`src/rtl/fifo_ctrl.sv`:
```
// Pointer/flag controller for a synchronous FIFO: gates user requests against
// full/empty and drives the memory strobes, extended pointers and status flags.
module fifo_ctrl #(
   parameter int FIFO_ADDRESS_SIZE = 2,
   parameter int AF_LEVEL          = 3,
   parameter int AE_LEVEL          = 1
) (
   input  logic                         clk,
   input  logic                         rst_n,
   input  logic                         wr_en,
   input  logic                         rd_en,
   input  logic                         clr_err,
   output logic                         cw_en,
   output logic                         cr_en,
   output logic [FIFO_ADDRESS_SIZE:0]   w_ptr,
   output logic [FIFO_ADDRESS_SIZE:0]   r_ptr,
   output logic [FIFO_ADDRESS_SIZE:0]   count,
   output logic                         full,
   output logic                         empty,
   output logic                         almost_full,
   output logic                         almost_empty,
   output logic                         rvalid,
   output logic                         overflow,
   output logic                         underflow
);

   localparam int PW = FIFO_ADDRESS_SIZE + 1;
   localparam logic [PW-1:0] AF_THRESH = PW'(AF_LEVEL);
   localparam logic [PW-1:0] AE_THRESH = PW'(AE_LEVEL);
   localparam logic [PW-1:0] PTR_ONE   = PW'(1);

   // The wrap bit distinguishes full (same index, different lap) from empty.
   assign empty        = (w_ptr == r_ptr);
   assign full         = (w_ptr[PW-1] != r_ptr[PW-1]) &&
                         (w_ptr[PW-2:0] == r_ptr[PW-2:0]);
   assign count        = w_ptr - r_ptr;
   assign almost_full  = (count >= AF_THRESH);
   assign almost_empty = (count <= AE_THRESH);

   assign cw_en = wr_en & ~full;
   assign cr_en = rd_en & ~empty;

   always_ff @(posedge clk) begin
      // NOTE: reset is synchronous, so it lives inside the clocked branch and
      // every register here uses non-blocking assignment to avoid ordering races.
      if (!rst_n) begin
         w_ptr     <= '0;
         r_ptr     <= '0;
         rvalid    <= 1'b0;
         overflow  <= 1'b0;
         underflow <= 1'b0;
      end else begin
         if (cw_en) w_ptr <= w_ptr + PTR_ONE;
         if (cr_en) r_ptr <= r_ptr + PTR_ONE;
         rvalid    <= cr_en;
         // A fresh error on the clearing edge takes priority over clr_err.
         overflow  <= (overflow  & ~clr_err) | (wr_en & full);
         underflow <= (underflow & ~clr_err) | (rd_en & empty);
      end
   end

endmodule

```
`config.mk`:
```
export PLATFORM = sky130hd
export DESIGN_NAME = fifo_ctrl
export DESIGN_NICKNAME = d
export VERILOG_FILES = /design/src/rtl/fifo_ctrl.sv
export SDC_FILE = /design/constraint.sdc
export NUM_CORES = 1
export LEC_CHECK = 0
export CAP_MARGIN = 10
export CORE_UTILIZATION = 36
export CTS_CLUSTER_SIZE = 14
export DETAILED_ROUTE_END_ITERATION = 8
export PLACE_DENSITY = 0.75
export SETUP_SLACK_MARGIN = 0.4
export SLEW_MARGIN = 20
export SYNTH_ARGS = -nofsm -noshare
export SYNTH_HDL_FRONTEND = slang
export SYNTH_SLANG_ARGS = --single-unit
```
`constraint.sdc`:
```
create_clock -name clk -period 1.6 [get_ports clk]
set_input_delay 0.32 -clock clk [delete_from_list [all_inputs] [get_ports clk]]
set_output_delay 0.32 -clock clk [all_outputs]
set_load 0.01 [all_outputs]
```
==> metrics.cfg <==
[worst_setup_path]
worst-path-stages=7
worstRegToRegCells=8
path_buf_inv=3
cp_top_family=adder cells
reg2reg_from=w_ptr[0]$_SDFFE_PN0P_
r2r_slack_ps=40
slowest_stage=fa_2
worstPathArrival_ps=1650
crit_chain=inv_4 -> ha_4 -> inv_2 -> fa_2 -> xor2_4 -> a21o_1 -> buf_2
end_kind=output port
startpoint_type=flip-flop
path_class=flip-flop to output port
crit_start=w_ptr[0]$_SDFFE_PN0P_
required_ps=1280
slowest_delay_ps=370
cp_max_fo=3

[drt]
wl_per_cell_um=14.3
routed_wl_um=1920
initialDrtViolationCount=7
antenna_left=0
drc_errors=0
routed_via_density=5.42
vias=726
dr.pass1.iters=6

[placement]
dpl-instance-area_mm2=0.00105
pre_cts_ws_ps=-477
gp_congestion=0.724
placed_cells=120
dp_hpwl_um=1140
io_buffers=22

[synthesis]
syn_nets=79
synth_ff_type=dfxtp_1
synth.distinct_cells=33
synth-seq-cells=9
yosys_warnings=0
synthCells=69
netlist_area_um2=634
synthArstFlopShare=0
avgSynthCellArea_um2=9.19
yosysSeqAreaShare=0.284
synth_edf_count=0

[die]
row_count=14
start_util=0.402
design.core.area_mm2=0.00158
pin_count=23
die_h_um=44.0
die-area_mm2=0.00193
dieWidth_um=44.0

[global_route]
antenna_found_initial=0
grt_pass1_vias=630
grt_max_degree=24
grt-ovfl-total=0
grtUsageTotal=0.205
grt_pass1_wl_um=2800

[power]
power_density_mw_per_mm2=2260
ir_worst_vdd_mv=1.39
power.total_mw=2.87
p_leak_nw=0.586

[timing]
drv_slew=0
fin_ws_ps=-371
finalHoldViolations=0
hold_slack_ps=510
skew_ps=2.70
max_slew_margin=0.836
fmax_mhz=507
tns_ps=-1640
setup_viol=8
rsz0062_at_grt=true
min_period_over_period=1.23
worst_slew_pin_slew_ps=246
period_needed_ps=1970

[min_path]
hold_start=underflow$_SDFF_PN0_
min_path_cells=2
min_path_type=flip-flop to flip-flop

[final_layout]
final_area_mm2=0.00127
layout-drive-gt1-share=0.602
nNetsFinal=129
instances_no_fill=134
syn2layout_area_growth_pct=100
diodes=0
utilization=0.806

[run]
drv_cap=0

[clock_network]
hold_buffers=0
clockRootBuffer=clkbuf_4
cts_sinks=9
cts_max_level=1
clockBufferDepth=2
path_clk_slew_ps=70
cts_tree=built
clkLatencyLatePin_ps=260
cts_inserted_buffers=3

[run_status]
violations=setup timing
status=complete, but fails checks

[tightest hold or removal path, cell delays in order, from the launching register on]
cell and delay (ps):
dfxtp_1 320, nand3b_1 70, o21ai_0 70
[kinds of logic (layout without fill, tap and decap cells)]
family,Yosys count,in the layout,share of synthesized area
AND/OR/NAND/NOR,34,34,0.343
AO/OA/AOI/OAI,10,10,0.130
flip-flops,9,9,0.284
buffers and inverters,8,57,0.0513
adder cells (fa/ha/maj),5,5,0.110
XOR/XNOR,2,2,0.0572
multiplexers,1,1,0.0237
[synth_stat cells (2+ instances only)]
master | instances | area share
dfxtp_1 | 9 | 0.28
inv_1 | 5 | 0.030
nand2_1 | 5 | 0.030
nand4_1 | 5 | 0.049
ha_1 | 4 | 0.079
nand3b_1 | 4 | 0.047
and3b_1 | 3 | 0.041
nand3_1 | 3 | 0.024
and2_1 | 2 | 0.020
buf_2 | 2 | 0.016
nand4b_1 | 2 | 0.028
nor2b_1 | 2 | 0.020
o211a_1 | 2 | 0.032
o311ai_1 | 2 | 0.028
[routing by layer]
layer,vias up,wire length (µm),track usage
li1,361,-,-
met2,23,966,0.334
met4,0,10,0.109
met3,2,89,0.0500
met5,-,0,0
met1,340,848,0.247
[flip-flops by register name (all words and copies together) (netlist names)]
name / flops
rvalid: 1
r_ptr: 3
underflow: 1
w_ptr: 3
overflow: 1
[cell type report]
class                           instances  area (µm²)
Multi-Input combinational cell         52         538
Timing Repair Buffer                   48         463
Fill cell                             107         305
Sequential cell                         9         200
Clock buffer                            4        26.3
Inverter                                5        23.8
Tap cell                               16        20.0
[layout by cell type, fill, tap and decap left out, types with 2 or more instances in the layout]
master	count
nand3b_1	4
o211a_1	2
clkdlybuf4s50_1	4
clkdlybuf4s15_1	2
o311ai_2	2
ha_1	2
ha_4	2
buf_2	4
nand4b_1	2
buf_6	21
and3b_1	3
buf_4	13
nor2_4	2
nand4_1	5
nand3_1	2
clkbuf_4	3
inv_2	2
nand2_1	5
dfxtp_4	5
and2_1	2
inv_4	2
dfxtp_1	3
[final timing paths]
path                                end
setup / recovery            almost_full
hold / removal     underflow$_SDFF_PN0_
setup reg to reg  r_ptr[2]$_SDFFE_PN0P_
hold reg to reg    underflow$_SDFF_PN0_
[report_power, final]
group / leakage, nW / internal, mW / total (mW) / switching (mW)
logic: 0.494 / 1.30 / 2.31 / 1.01
registers: 0.0776 / 0.316 / 0.376 / 0.0605
clock network: 0.0150 / 0.0964 / 0.184 / 0.0874
total: 0.586 / 1.71 / 2.87 / 1.16
[what timing repair did]
action,in CTS,in global routing
pin swaps,5,10
setup endpoints to repair,26,24
hold endpoints to repair,0,0
gates resized for setup,81,23
buffers inserted,4,6
No activity file was read; power rests on OpenSTA's default activity.
